### src/rtl/pdp_nan_pkg.sv
// pdp_nan_pkg: shared constants, FSM state type and helper functions for the
// PDP NaN/Inf input pre-processor.
//   - FP16 field positions (exponent / mantissa)
//   - input-format code for FP16
//   - helpers locating the cube-end / surface-end bits inside the info field
//   - gate FSM state enum
//   - saturating 32-bit adder used by the NaN/Inf counters
package pdp_nan_pkg;

  localparam int EXP_MSB = 14;
  localparam int EXP_LSB = 10;
  localparam int MAN_MSB = 9;

  localparam logic [1:0] FMT_FP16 = 2'h2;

  // Layer-end markers sit at fixed offsets below the top of the info field.
  localparam int CUBE_END_OFS = 1;
  localparam int SURF_END_OFS = 5;

  function automatic int cube_end_idx(input int info_w);
    return info_w - CUBE_END_OFS;
  endfunction

  function automatic int surf_end_idx(input int info_w);
    return info_w - SURF_END_OFS;
  endfunction

  typedef enum logic {
    ST_WAIT = 1'b0,
    ST_RUN  = 1'b1
  } gate_state_e;

  // Saturating add: any carry out of bit 31 clamps the result to all-ones.
  function automatic logic [31:0] sat_add32(input logic [31:0] a, input logic [31:0] b);
    logic [32:0] sum;
    sum = {1'b0, a} + {1'b0, b};
    return sum[32] ? 32'hFFFF_FFFF : sum[31:0];
  endfunction

endpackage

### src/rtl/pdp_nan_elem_chk.sv
// pdp_nan_elem_chk: purely combinational classifier for one element.
// Ports:
//   elem_i        element bits
//   fp16_en_i     classification enable (input format is FP16)
//   nan_to_zero_i replace NaN elements with zero
//   nan_o, inf_o  element is NaN / +-Inf (0 when classification disabled)
//   elem_o        element after optional NaN flush
module pdp_nan_elem_chk
  import pdp_nan_pkg::*;
#(
  parameter int BWPE = 16
) (
  input  logic [BWPE-1:0] elem_i,
  input  logic            fp16_en_i,
  input  logic            nan_to_zero_i,
  output logic            nan_o,
  output logic            inf_o,
  output logic [BWPE-1:0] elem_o
);

  generate
    if (BWPE == 16) begin : g_fp16
      logic exp_ones_s;
      logic man_zero_s;

      assign exp_ones_s = &elem_i[EXP_MSB:EXP_LSB];
      assign man_zero_s = ~|elem_i[MAN_MSB:0];
      assign nan_o      = fp16_en_i & exp_ones_s & ~man_zero_s;
      assign inf_o      = fp16_en_i & exp_ones_s &  man_zero_s;
      assign elem_o     = (nan_o & nan_to_zero_i) ? {BWPE{1'b0}} : elem_i;
    end else begin : g_passthru
      // Element width cannot be FP16: no classification, data untouched.
      logic unused_ctrl_s;

      assign unused_ctrl_s = fp16_en_i ^ nan_to_zero_i;
      assign nan_o         = 1'b0;
      assign inf_o         = 1'b0;
      assign elem_o        = elem_i;
    end
  endgenerate

endmodule

### src/rtl/pdp_nan_preproc.sv
// pdp_nan_preproc: PDP input pre-processor between PDP RDMA and the PDP core.
// Gates RDMA beats on layer enable (off-fly only), classifies FP16 elements as
// NaN/Inf, optionally flushes NaNs to zero and registers the beat in a
// one-deep output stage with full-throughput valid/ready handshake.
// Optional feature macro: NVDLA_PDP_NAN_CNT_EN -- when defined, per-layer
// NaN/Inf counts are kept in ping-pong slots and published on dp2reg_done;
// when undefined the count outputs are tied to zero.
// Ports:
//   nvdla_core_clk / nvdla_core_rstn   clock, async active-low reset
//   pdp_rdma2dp_valid/ready/pd         input beat (data DW bits + info INFO_W bits)
//   nan_preproc_pvld/prdy/pd           output beat
//   reg2dp_op_en, reg2dp_flying_mode, reg2dp_input_data, reg2dp_nan_to_zero
//   dp2reg_done                        layer-done pulse
//   dp2reg_nan_input_num / dp2reg_inf_input_num  published per-layer counts
module pdp_nan_preproc
  import pdp_nan_pkg::*;
#(
  parameter int BWPE       = 16,
  parameter int THROUGHPUT = 4,
  parameter int INFO_W     = 12
) (
  input  logic                             nvdla_core_clk,
  input  logic                             nvdla_core_rstn,
  input  logic                             pdp_rdma2dp_valid,
  output logic                             pdp_rdma2dp_ready,
  input  logic [BWPE*THROUGHPUT+INFO_W-1:0] pdp_rdma2dp_pd,
  output logic                             nan_preproc_pvld,
  input  logic                             nan_preproc_prdy,
  output logic [BWPE*THROUGHPUT+INFO_W-1:0] nan_preproc_pd,
  input  logic                             reg2dp_op_en,
  input  logic                             reg2dp_flying_mode,
  input  logic [1:0]                       reg2dp_input_data,
  input  logic                             reg2dp_nan_to_zero,
  input  logic                             dp2reg_done,
  output logic [31:0]                      dp2reg_nan_input_num,
  output logic [31:0]                      dp2reg_inf_input_num
);

  localparam int DW       = BWPE * THROUGHPUT;
  localparam int PW       = DW + INFO_W;
  localparam int CUBE_END = cube_end_idx(INFO_W);
  localparam int SURF_END = surf_end_idx(INFO_W);

  gate_state_e           state_q, state_d;
  logic                  op_en_d1_q;
  logic                  out_vld_q, out_vld_d;
  logic [PW-1:0]         out_pd_q, out_pd_d;

  logic                  op_en_rise_s;
  logic                  fp16_en_s;
  logic                  rdy_s;
  logic                  load_s;
  logic                  layer_end_s;
  logic [INFO_W-1:0]     info_s;
  logic [DW-1:0]         flushed_s;
  logic [THROUGHPUT-1:0] nan_flag_s;
  logic [THROUGHPUT-1:0] inf_flag_s;

  assign op_en_rise_s = reg2dp_op_en & ~op_en_d1_q;
  assign fp16_en_s    = (reg2dp_input_data == FMT_FP16) && (BWPE == 16);
  assign info_s       = pdp_rdma2dp_pd[PW-1:DW];
  assign layer_end_s  = info_s[CUBE_END] & info_s[SURF_END];
  assign rdy_s        = (~out_vld_q | nan_preproc_prdy) & (state_q == ST_RUN);
  assign load_s       = pdp_rdma2dp_valid & rdy_s;

  assign pdp_rdma2dp_ready = rdy_s;
  assign nan_preproc_pvld  = out_vld_q;
  assign nan_preproc_pd    = out_pd_q;

  genvar gi;
  generate
    for (gi = 0; gi < THROUGHPUT; gi++) begin : g_elem
      pdp_nan_elem_chk #(
        .BWPE (BWPE)
      ) u_chk (
        .elem_i        (pdp_rdma2dp_pd[gi*BWPE +: BWPE]),
        .fp16_en_i     (fp16_en_s),
        .nan_to_zero_i (reg2dp_nan_to_zero),
        .nan_o         (nan_flag_s[gi]),
        .inf_o         (inf_flag_s[gi]),
        .elem_o        (flushed_s[gi*BWPE +: BWPE])
      );
    end
  endgenerate

  // Gate FSM next state; a layer-end accept in RUN dominates any op_en edge.
  always_comb begin
    state_d = state_q;
    case (state_q)
      ST_WAIT: begin
        if (op_en_rise_s && reg2dp_flying_mode) begin
          state_d = ST_RUN;
        end else begin
          state_d = ST_WAIT;
        end
      end
      ST_RUN: begin
        if (load_s && layer_end_s) begin
          state_d = ST_WAIT;
        end else begin
          state_d = ST_RUN;
        end
      end
      default: state_d = ST_WAIT;
    endcase
  end

  // Output stage next state: hold on stall, capture on load, drop on drain.
  always_comb begin
    out_vld_d = out_vld_q;
    out_pd_d  = out_pd_q;
    if (load_s) begin
      out_vld_d = 1'b1;
      out_pd_d  = {info_s, flushed_s};
    end else if (nan_preproc_prdy) begin
      out_vld_d = 1'b0;
    end else begin
      out_vld_d = out_vld_q;
    end
  end

  // Gate FSM, op_en edge detector and output stage registers.
  always_ff @(posedge nvdla_core_clk or negedge nvdla_core_rstn) begin
    if (!nvdla_core_rstn) begin
      state_q    <= ST_WAIT;
      op_en_d1_q <= 1'b0;
      out_vld_q  <= 1'b0;
      out_pd_q   <= {PW{1'b0}};
    end else begin
      state_q    <= state_d;
      op_en_d1_q <= reg2dp_op_en;
      out_vld_q  <= out_vld_d;
      out_pd_q   <= out_pd_d;
    end
  end

`ifdef NVDLA_PDP_NAN_CNT_EN
  logic [31:0] nan_inc_s, inf_inc_s;
  logic [31:0] nan_sum_s, inf_sum_s;
  logic [31:0] nan_cnt_q, nan_cnt_d;
  logic [31:0] inf_cnt_q, inf_cnt_d;
  logic [31:0] nan_slot_q [2];
  logic [31:0] inf_slot_q [2];
  logic        layer_flag_q;
  logic        wdma_flag_q;
  logic [31:0] nan_num_q, inf_num_q;

  // Popcount of this beat's NaN / Inf flags.
  always_comb begin
    nan_inc_s = 32'd0;
    inf_inc_s = 32'd0;
    for (int i = 0; i < THROUGHPUT; i++) begin
      nan_inc_s = nan_inc_s + {31'd0, nan_flag_s[i]};
      inf_inc_s = inf_inc_s + {31'd0, inf_flag_s[i]};
    end
  end

  assign nan_sum_s = sat_add32(nan_cnt_q, nan_inc_s);
  assign inf_sum_s = sat_add32(inf_cnt_q, inf_inc_s);

  // Running counters accumulate per load and restart after a layer-end beat.
  always_comb begin
    nan_cnt_d = nan_cnt_q;
    inf_cnt_d = inf_cnt_q;
    if (load_s) begin
      if (layer_end_s) begin
        nan_cnt_d = 32'd0;
        inf_cnt_d = 32'd0;
      end else begin
        nan_cnt_d = nan_sum_s;
        inf_cnt_d = inf_sum_s;
      end
    end else begin
      nan_cnt_d = nan_cnt_q;
      inf_cnt_d = inf_cnt_q;
    end
  end

  // Running counts, ping-pong slots and published registers; done reads
  // the pre-write slot value when it coincides with a layer-end write.
  always_ff @(posedge nvdla_core_clk or negedge nvdla_core_rstn) begin
    if (!nvdla_core_rstn) begin
      nan_cnt_q     <= 32'd0;
      inf_cnt_q     <= 32'd0;
      nan_slot_q[0] <= 32'd0;
      nan_slot_q[1] <= 32'd0;
      inf_slot_q[0] <= 32'd0;
      inf_slot_q[1] <= 32'd0;
      layer_flag_q  <= 1'b0;
      wdma_flag_q   <= 1'b0;
      nan_num_q     <= 32'd0;
      inf_num_q     <= 32'd0;
    end else begin
      nan_cnt_q <= nan_cnt_d;
      inf_cnt_q <= inf_cnt_d;
      if (load_s && layer_end_s) begin
        nan_slot_q[layer_flag_q] <= nan_sum_s;
        inf_slot_q[layer_flag_q] <= inf_sum_s;
        layer_flag_q             <= ~layer_flag_q;
      end
      if (dp2reg_done) begin
        nan_num_q   <= nan_slot_q[wdma_flag_q];
        inf_num_q   <= inf_slot_q[wdma_flag_q];
        wdma_flag_q <= ~wdma_flag_q;
      end
    end
  end

  assign dp2reg_nan_input_num = nan_num_q;
  assign dp2reg_inf_input_num = inf_num_q;
`else
  // Counting removed: flags and done pulse have no consumer.
  logic unused_cnt_s;

  assign unused_cnt_s         = dp2reg_done ^ (^nan_flag_s) ^ (^inf_flag_s);
  assign dp2reg_nan_input_num = 32'h0;
  assign dp2reg_inf_input_num = 32'h0;
`endif

endmodule

### config.mk
export PLATFORM = sky130hd
export DESIGN_NAME = pdp_nan_preproc
export DESIGN_NICKNAME = d
export VERILOG_FILES = /design/src/rtl/pdp_nan_pkg.sv /design/src/rtl/pdp_nan_elem_chk.sv /design/src/rtl/pdp_nan_preproc.sv
export SDC_FILE = /design/constraint.sdc
export NUM_CORES = 1
export LEC_CHECK = 0
export CAP_MARGIN = 30
export CORE_MARGIN = 5
export CORE_UTILIZATION = 38
export CTS_CLUSTER_DIAMETER = 150
export DETAILED_ROUTE_END_ITERATION = 8
export GPL_TIMING_DRIVEN = 0
export PLACE_DENSITY = 0.89
export SYNTH_ARGS = -nofsm -noshare
export SYNTH_HDL_FRONTEND = slang
export SYNTH_SLANG_ARGS = --single-unit
### constraint.sdc
create_clock -name nvdla_core_clk -period 2.2 [get_ports nvdla_core_clk]
set_input_delay 0.22 -clock nvdla_core_clk [delete_from_list [all_inputs] [get_ports nvdla_core_clk]]
set_output_delay 0.22 -clock nvdla_core_clk [all_outputs]
set_load 0.05 [all_outputs]
# Word-level counts from Yosys, hierarchy flattened

Cells that the tools add are included.

Equality and inequality tests: 1
Multiplexer cells: 9
Bitwise operators: 20
Reductions and logical operators: 11

Operators by type and width:

| kind                                        | number |
|---|---|
| two-way mux 16 bit                          | 4 |
| OR reduction 10 bit                         | 4 |
| AND reduction 5 bit                         | 4 |
| AND 1 bit                                   | 16 |
| two-way mux 1 bit                           | 4 |
| NOT 1 bit                                   | 3 |
| equality test 2 bit (second input constant) | 1 |
| logical AND 1 bit                           | 2 |
| case mux 1 bit (2 select lines)             | 1 |
| nonzero test 2 bit                          | 1 |
| OR 1 bit                                    | 1 |

Bits in registers: 79
Input bits: 86
Output and inout port bits: 142
Logic and storage cells: 45

# Logic depth before layout (Yosys ltp)

Gate-level depths: netlist (run 1).

Depth after elaboration: 7
Gate-level depth with buffers: 7
Mapped depth without buffers: 4

# Hierarchy

From an unflattened synthesis (run 1), not the netlist that was laid out.

Cells, all modules: 341
Area total of the unflattened synthesis: 4406.7 um^2

By module, submodules not included:

| module           | instances | cells an instance | area an instance (um^2) | seq. area each (um^2) |
|---|---|---|---|---|
| pdp_nan_preproc  | 1         | 237               | 3641.0                  | 1976.9 |
| pdp_nan_elem_chk | 4         | 26                | 191.4                   | 0.0 |

# Worst setup path before layout (run 1)

No wires, ideal clock.

Path type: reg2reg
Start point: register out_vld_q (netlist: nan_preproc_pvld)
End point: register out_pd_q[32] (netlist: nan_preproc_pd[32])
Library setup time: 0.073 ns
Data arrival time: 1.726 ns
Required time: 2.127 ns
Path slack: 0.401 ns
Cell stages (with the launch flop): 7
Path buffers: 2
Clock period less this slack: 1.799 ns
Cell sequence: dfrtp_1 > nand2b_1 > nand3_1 > clkbuf_1 > buf_1 > nand2_1 > a21oi_2

Cells in the longest elaborated chain, start to end: 4

Ends and longest elaborated chain:

| item                     | line                   | source |
|---|---|---|
| start: declaration       | pdp_nan_preproc.sv:46  | `logic out_vld_q, out_vld_d;` |
| start signal: assignment | pdp_nan_preproc.sv:132 | `out_vld_q <= out_vld_d;` |
| NOT 1 bit                | pdp_nan_preproc.sv:63  | `assign rdy_s = (~out_vld_q \| nan_preproc_prdy) & (state_q == ST_RUN);` |
| OR 1 bit                 | pdp_nan_preproc.sv:63  |  |
| AND 1 bit                | pdp_nan_preproc.sv:63  |  |
| AND 1 bit                | pdp_nan_preproc.sv:64  | `assign load_s = pdp_rdma2dp_valid & rdy_s;` |
| end signal: assignment   | pdp_nan_preproc.sv:128 | `out_pd_q <= {PW{1'b0}};` |
| end signal: assignment   | pdp_nan_preproc.sv:133 | `out_pd_q <= out_pd_d;` |
| end: declaration         | pdp_nan_preproc.sv:47  | `logic [PW-1:0] out_pd_q, out_pd_d;` |

No other way between the ends.
A chain may end at the register's enable or synchronous reset.

# Worst setup path in the final report (run 1)

Start point: register out_vld_q (netlist: nan_preproc_pvld)
End point: output pdp_rdma2dp_ready

Cells in the longest elaborated chain, start to end: 3

Ends and longest elaborated chain:

| item             | line                  | source |
|---|---|---|
| NOT 1 bit        | pdp_nan_preproc.sv:63 |  |
| OR 1 bit         | pdp_nan_preproc.sv:63 |  |
| AND 1 bit        | pdp_nan_preproc.sv:63 |  |
| end: declaration | pdp_nan_preproc.sv:25 | `output logic pdp_rdma2dp_ready,` |

No other way between the ends.

==> results.toml, run 1 <==
[global_route]
antenna_found_initial = 0
grt_max_degree = 46
overflow = 0
first_global_vias = 3616
grtUsageTotal_pct = 18.6
grt_pass1_wl_um = 17500

[placement]
dp_hpwl_um = 9180
place_area_sq_um = 5850
dp.cells = 788
place.gp.congestion = 0.817
port-buffer-count = 162

[sta]
fin_setup_tns_ns = 0
tightestPinTransition_ns = 0.545
hold_viol_final = 0
setup_viol = 0
layout_min_cycle_time_ns = 2.04
hold_ws_ns = 0.364
fin_crit_sh_pct = 92.6
rsz0062_at_grt = "no"
slew_headroom_pct = 63.5
worst_clock_skew_ns = 0.00914
maxSlewViolCount = 0
fmax_ghz = 0.491

[power_and_ir_drop]
power.switching_w = 0.00465
finalPower_w = 0.00909
switching_share_pct = 51.2
p_comb_share_pct = 61.3
internal-power_w = 0.00444
p_leak_nw = 2.85
irDropWorstVdd_v = 0.00102
clock_power_share_pct = 11.2
seqPwrFrac_pct = 27.5
cellPowerDensity_nw_per_um2 = 1500

[clocking]
insertion_delay_ns = 0.33
htree_levels = 3
cts_buffers = 9
clkTransAtPathRegs_ns = 0.07
cts_root_buf = "clkbuf_8"
clk_path_buf_depth = 2
clock_sinks = 79
cts_tree = "done"
postCtsSetupBuffers = 0

[final_layout]
area_growth_pct = 59.5
final_cells = 804
fin_area_sq_um = 6050
antenna_cells = 0
nets = 753
drive_above_1_share_pct = 15.2

[setup_path]
r2r_slack_ns = 0.29
path_class = "reg2out"
r2r.worst_path.cells = 7
end_kind = "primary output"
start_kind = "flip-flop"
rr_endpoint = "nan_preproc_pd[22]"
worst-path-max-fanout = 5
arrival_ns = 1.82
r2r-start = "state_q"
required_ns = 1.98

[floorplan]
die_x_um = 110
dieArea_sq_um = 12100
io_pins = 228
die_height_um = 110
start_util_pct = 38.8
core_area_sq_um = 9770
row_count = 36

[logic_synthesis]
yosys_warnings = 0
ys_top_cells_by_count = "167 x nand2_1, 79 x dfrtp_1, 64 x buf_4"
async_flop_share_pct = 100
synth_cell_types = 24
synth.most_common_cell = "nand2_1"
netlist.area_leader.share_pct = 52.1
ys_ff_latch = 79
ys_seq_area_share_pct = 52.1
synth.area.top_cells = "dfrtp_1 52%, nand2_1 17%, buf_4 13%"
synth_largest_area_cell = "dfrtp_1"
netlist_area_sq_um = 3790
synthCells = 428
syn_area_per_cell_sq_um = 8.87
synthFlopType = "dfrtp_1"
synth_edf_count = 0

[worst_hold_path]
min_from = "reg2dp_op_en"
hold_depth = 1
min_path_type = "in2reg"
worstHoldEndpoint = "op_en_d1_q"

[route]
num_vias = 3554
avgViaCountPerCell = 4.42
first_pass_iters = 4
drc = 0
drtAntennaViolNets = 0
drtIter0Drc = 120
post_drt_wl_per_cell_um = 14.0
wl_um = 11300

[run]
drv_cap = 0

[outcome]
status = "completed"
[critical path, cell delays in order, from the launching register on]
cell and delay [ns]:
dfrtp_1 0.38, nand2b_1 0.15, and2_1 0.14, clkdlybuf4s50_1 0.81
[cells in the final DEF (no fill, tap or decap), types with 8 or more instances in the layout]
cell,n
a21oi_2,10
clkbuf_8,9
dfrtp_1,79
clkdlybuf4s50_1,161
nand2_1,167
conb_1,64
clkbuf_1,13
or4_1,8
buf_4,65
a21oi_1,54
[through the flow]
stage,worst slack (ns),util (%)
global route,0.0269,61.9
detailed placement,-0.438,59.8
global placement,-1.78,59.5
finish,0.162,61.9
floorplan,0.401,-
CTS,0.137,61.8
[cell type report]
type | count | area (sq um)
Fill cell | 822 | 3720
Clock buffer | 10 | 128
Multi-Input combinational cell | 323 | 1440
Tap cell | 133 | 166
Sequential cell | 79 | 1980
Timing Repair Buffer | 165 | 1660
Clock inverter | 5 | 50.0
Buffer | 89 | 628
[worst max-delay path by stage]
| stage | from | endpoint | slack [ns] | cells past startpoint |
|---|---|---|---|---|
| 2_1_floorplan | nan_preproc_pvld | nan_preproc_pd[32] | 0.40 | 6 |
| 3_3_place_gp | nvdla_core_rstn | nan_preproc_pd[30] | -1.78 | 1 |
| 3_5_place_dp | nan_preproc_prdy | nan_preproc_pd[22] | -0.44 | 8 |
| 4_1_cts | nan_preproc_pvld | pdp_rdma2dp_ready | 0.14 | 3 |
| 5_1_grt | nan_preproc_pvld | pdp_rdma2dp_ready | 0.03 | 3 |
| 6_report | nan_preproc_pvld | pdp_rdma2dp_ready | 0.16 | 3 |
[layer usage]
metal / up-vias / share of wire [%] / global-route usage (%)
li1: 1732 / - / -
met1: 1630 / 38 / 21.1
met2: 159 / 51 / 32.9
met3: 33 / 7.2 / 3.88
met4: 0 / 3.6 / 9.17
met5: - / 0 / 0
[cells by family (layout without fill, tap and decap cells)]
logic type,after synthesis,in the layout,synth area share [%]
AO/OA/AOI/OAI,65,65,9.69
buffers and inverters,89,269,16.5
flip-flops,79,79,52.1
other,1,64,0.0988
AND/OR/NAND/NOR,194,194,21.6
[state kept, by name, summed over array words and instances, names as in the netlist]
| signal | cells |
|---|---|
| nan_preproc_pd | 76 |
| nan_preproc_pvld | 1 |
| op_en_d1_q | 1 |
| state_q | 1 |
[power groups by stage]
stage                     sequential [W]  clock, W  combinational [W]
after floorplan                  0.00486         0            0.00132
after detailed placement         0.00253         0            0.00559
final                            0.00250   0.00102            0.00557
after global routing             0.00260   0.00112            0.00586
after global placement           0.00249         0            0.00549
after CTS                        0.00251   0.00106            0.00560
[repair_timing]
| action | in CTS | in global routing |
|---|---|---|
| endpoints found under the setup margin | 10 | 11 |
| hold buffers | 1 | 0 |
| endpoints found under the hold margin | 34 | 0 |
| gates resized for setup | 1 | 4 |
(Power assumes the default switching activity.)
==> run 2, diff against run 1 <==
- CORE_ASPECT_RATIO: not set -> 1.1
==> run 2 against run 1 <==
Core utilization shrank 0.58 points. Clock power grew 4%. Final cell count shrank 1.5%. Power grew 0.78%. Clock skew shrank 0.0024 ns. Sequential power is essentially flat. Global-route usage grew 0.16 points. Sequential share of layout area grew 0.081 points. Hold slack gained 0.0010 ns. Largest cell class unchanged. Die area is essentially flat. First-iteration DRC count grew 20%. Combinational power is essentially flat.
==> results.toml, run 2 (synthesis gave the netlist of run 1 again) <==
[setup_path]
worstSetupStartpoint = "nan_preproc_pvld"
r2r.worst_path.cells = 7
r2r_slack_ns = 0.25
path_class = "reg2out"
worst-path-max-fanout = 5
rr_endpoint = "nan_preproc_pd[26]"
required_ns = 1.98
r2r-start = "nan_preproc_pvld"
end_kind = "primary output"
cp-endpoint = "pdp_rdma2dp_ready"
arrival_ns = 1.83
start_kind = "flip-flop"

[sta]
hold_viol_final = 0
setup_viol = 0
fin_setup_tns_ns = 0
layout_min_cycle_time_ns = 2.05
fin_crit_sh_pct = 93.3
rsz0062_at_grt = "no"
fmax_ghz = 0.487
worst_clock_skew_ns = 0.00674
maxSlewViolCount = 0
tightestPinTransition_ns = 0.547
hold_ws_ns = 0.365
slew_headroom_pct = 63.4

[run]
drv_cap = 0

[floorplan]
io_pins = 228
die_height_um = 115
die_x_um = 105
core_area_sq_um = 9840
row_count = 38
dieArea_sq_um = 12100
start_util_pct = 38.6

[global_route]
grt_max_degree = 42
overflow = 0
first_global_vias = 3626
grtUsageTotal_pct = 18.7
grt_pass1_wl_um = 18100
antenna_found_initial = 0

[clocking]
cts_root_buf = "clkbuf_8"
clock_sinks = 79
insertion_delay_ns = 0.35
cts_buffers = 9
cts_tree = "done"
postCtsSetupBuffers = 0
htree_levels = 3
clk_path_buf_depth = 2
clkTransAtPathRegs_ns = 0.08

[placement]
place_area_sq_um = 5830
dp_hpwl_um = 9130
port-buffer-count = 162
place.gp.congestion = 0.870

[route]
post_drt_wl_per_cell_um = 14.3
drtAntennaViolNets = 0
wl_um = 11300
drc = 0
first_pass_iters = 4
avgViaCountPerCell = 4.51
drtIter0Drc = 144
num_vias = 3574

[worst_hold_path]
min_path_type = "in2reg"

[outcome]
status = "completed"

[final_layout]
area_growth_pct = 59.1
fin_area_sq_um = 6040
final_util_pct = 61.4
layout_common_cells = "167 x nand2_1, 161 x clkdlybuf4s50_1, 79 x dfrtp_1"
antenna_cells = 0
nets = 753
nFillCells = 831
largest_register_ff_count = 76
drive_above_1_share_pct = 15.2
mostFrequentLayoutCell = "nand2_1"

[power_and_ir_drop]
irDropWorstVdd_v = 0.000925
cellPowerDensity_nw_per_um2 = 1520
p_leak_nw = 2.84
## run 2: layout make-up
cell class	instances	area (sq um)	share of cell area [%]
Sequential cell	79	1980	32.7
Timing Repair Buffer	165	1660	27.5
Multi-Input combinational cell	323	1440	23.8
Buffer	89	627	10.4
Tap cell	120	150	2.49
Clock buffer	12	145	2.40
Clock inverter	4	45.0	0.746
## run 2: how the worst min path moves through the flow
stage	slack, ns	from	end	cells past startpoint
final	0.36	reg2dp_op_en	op_en_d1_q	1
after global routing	0.34	reg2dp_op_en	op_en_d1_q	1
after CTS	0.33	reg2dp_op_en	op_en_d1_q	1
after detailed placement	0.23	nvdla_core_rstn	nan_preproc_pd[58]	1
after global placement	0.46	nan_preproc_pd[64]	nan_preproc_pd[64]	2
after floorplan	-0.08	nvdla_core_rstn	nan_preproc_pd[0]	0
## run 2: what timing repair did
| action | 4_1_cts | 5_1_grt |
|---|---|---|
| hold buffers | 1 | 0 |
| setup endpoints to repair | 0 | 24 |
| hold endpoints to repair | 38 | 0 |
| gates resized for setup | 0 | 2 |
## run 2: layer usage
| metal | wire (um) | vias to the layer above | global-route usage [%] | part of all wire [%] |
|---|---|---|---|---|
| met2 | 5940 | 180 | 32.7 | 52 |
| met1 | 4170 | 1633 | 21.5 | 37 |
| met4 | 358 | 0 | 9.36 | 3.2 |
| met3 | 861 | 27 | 4.55 | 7.6 |
| li1 | - | 1734 | - | - |
| met5 | 0 | - | 0 | 0 |
## run 2: where the power goes
part / total [W] / internal (W) / switching (W)
registers: 0.00252 / 0.00213 / 0.000392
logic: 0.00557 / 0.00179 / 0.00378
clock network: 0.00106 / 0.000551 / 0.000511
total: 0.00916 / 0.00447 / 0.00469
## run 2: metrics by stage
step | power, W | setup slack (ns) | cells
2_1_floorplan | 0.00617 | 0.401 | 491
3_3_place_gp | 0.00799 | -1.74 | 773
3_5_place_dp | 0.00813 | -0.256 | 775
4_1_cts | 0.00922 | 0.0562 | 792
5_1_grt | 0.00961 | 0.00715 | 792
6_report | 0.00916 | 0.147 | 792
## run 2: critical path: stages (launching register included)
cell,delay (ns)
dfrtp_1,0.39
nand2b_1,0.14
and2_1,0.15
clkdlybuf4s50_1,0.81
==> run 3, diff against run 2 <==
- PLACE_DENSITY: 0.89 -> 0.81
==> run 3 against run 2 <==
Final cell count shrank 0.25%. Highest routed layer unchanged. Clock skew grew 0.0019 ns. Sequential share of layout area grew 0.21 points. Hold slack lost 0.096 ns. Routed wire length shrank 3.8%. Die area is the same. First-iteration DRC count shrank 15%.
==> results.toml, run 3 (synthesis gave the netlist of run 1 again) <==
[clocking]
clkTransAtPathRegs_ns = 0.08
clock_sinks = 79
insertion_delay_ns = 0.33
htree_levels = 3
cts_buffers = 9
cts_tree = "done"
clk_path_buf_depth = 2
cts_root_buf = "clkbuf_8"

[floorplan]
dieArea_sq_um = 12100
start_util_pct = 38.6
row_count = 38
io_pins = 228
die_height_um = 115
core_area_sq_um = 9840
die_x_um = 105

[global_route]
grtUsageTotal_pct = 17.7
grt_pass1_wl_um = 17200
first_global_vias = 3561
overflow = 0
grt_max_degree = 73
antenna_found_initial = 0

[outcome]
status = "completed"

[sta]
fin_crit_sh_pct = 93.3
setup_ws_ns = 0.147
fmax_ghz = 0.487
layout_min_cycle_time_ns = 2.05
worst_clock_skew_ns = 0.00868
fin_setup_tns_ns = 0
maxSlewViolCount = 0
rsz0062_at_grt = "no"
tightestPinTransition_ns = 0.553
hold_viol_final = 0
setup_viol = 0
slew_headroom_pct = 63.0

[run]
drv_cap = 0

[final_layout]
area_growth_pct = 58.1
nets = 753
antenna_cells = 0
final_util_pct = 61.0
mostFrequentLayoutCell = "nand2_1"
layout_common_cells = "167 x nand2_1, 161 x clkdlybuf4s50_1, 79 x dfrtp_1"
drive_above_1_share_pct = 14.6
multi_input_area_sq_um = 1440
regArea_sq_um = 1980
nFillCells = 887
largest_register_ff_count = 76

[setup_path]
arrival_ns = 1.83
required_ns = 1.98
r2r.worst_path.cells = 7
start_kind = "flip-flop"
end_kind = "primary output"
worst-path-max-fanout = 5
path_class = "reg2out"

[route]
num_vias = 3463
drtAntennaViolNets = 0
first_pass_iters = 4
post_drt_wl_per_cell_um = 13.8
wl_um = 10900
drtIter0Drc = 123
avgViaCountPerCell = 4.38
drc = 0

[power_and_ir_drop]
irDropWorstVdd_v = 0.000808
p_comb_share_pct = 62.2
p_leak_nw = 2.82
power.switching_w = 0.00463
clock_power_share_pct = 9.9
internal-power_w = 0.00432
finalPower_w = 0.00894
switching_share_pct = 51.7
cellPowerDensity_nw_per_um2 = 1490
seqPwrFrac_pct = 27.9

[worst_hold_path]
min_path_type = "in2async"

[placement]
port-buffer-count = 162
place.gp.congestion = 0.787
dp_hpwl_um = 8690
dp_slack_ns = -0.243
-- run 3: power groups by stage --
stage / clock network (W) / logic (W) / registers (W)
floorplan: 0 / 0.00132 / 0.00486
global placement: 0 / 0.00550 / 0.00249
detailed placement: 0 / 0.00558 / 0.00253
CTS: 0.000920 / 0.00560 / 0.00251
global route: 0.000975 / 0.00586 / 0.00260
finish: 0.000884 / 0.00556 / 0.00250
-- run 3: worst max-delay path, cell delays in order, from the launching register on --
cell,delay (ns)
dfrtp_1,0.38
nand2b_1,0.15
and2_1,0.15
clkdlybuf4s50_1,0.82
-- run 3: metrics by stage --
stage	instances	hold WS, ns	cell area, sq um
after global routing	790	0.275	6000
after global placement	773	0.460	5800
after CTS	790	0.224	5990
after detailed placement	775	0.0574	5840
after floorplan	491	-0.0756	4030
final	790	0.269	6000
-- run 3: worst paths after layout --
kind | from | to | slack (ns)
worst min-delay path | nvdla_core_rstn | nan_preproc_pd[55] | 0.27
min in group nvdla_core_clk | reg2dp_op_en | op_en_d1_q | 0.35
worst max-delay path | nan_preproc_pvld | pdp_rdma2dp_ready | 0.15
max in group asynchronous | nvdla_core_rstn | nan_preproc_pd[40] | 1.34
worst min register to register | nan_preproc_pd[67] | nan_preproc_pd[67] | 0.48
worst max register to register | state_q | nan_preproc_pd[26] | 0.24
-- run 3: layout make-up --
class                   instances  area share, %
multi-input cells             323           23.9
plain buffers                  89           10.4
flip-flops and latches         79           33.0
well taps                     120           2.50
repair buffers                165           27.8
clock buffers                  12           2.25
clock inverters                 2          0.167
-- run 3: metal layers --
layer  global-route usage (%)  share of wire [%]  up-vias  wire (um)
met5                        0                  0        -          0
met4                     6.82                2.1        0        225
met3                     5.78                8.3       18        905
met2                     31.2                 52      131       5640
met1                     20.1                 38     1584       4130
li1                         -                  -     1730          -
-- run 3: what timing repair did --
action                     4_1_cts  5_1_grt
hold buffers                     1        0
gates resized for setup          0        1
hold endpoints to repair        79        0
setup endpoints to repair        0        5
buffers inserted                 0        0
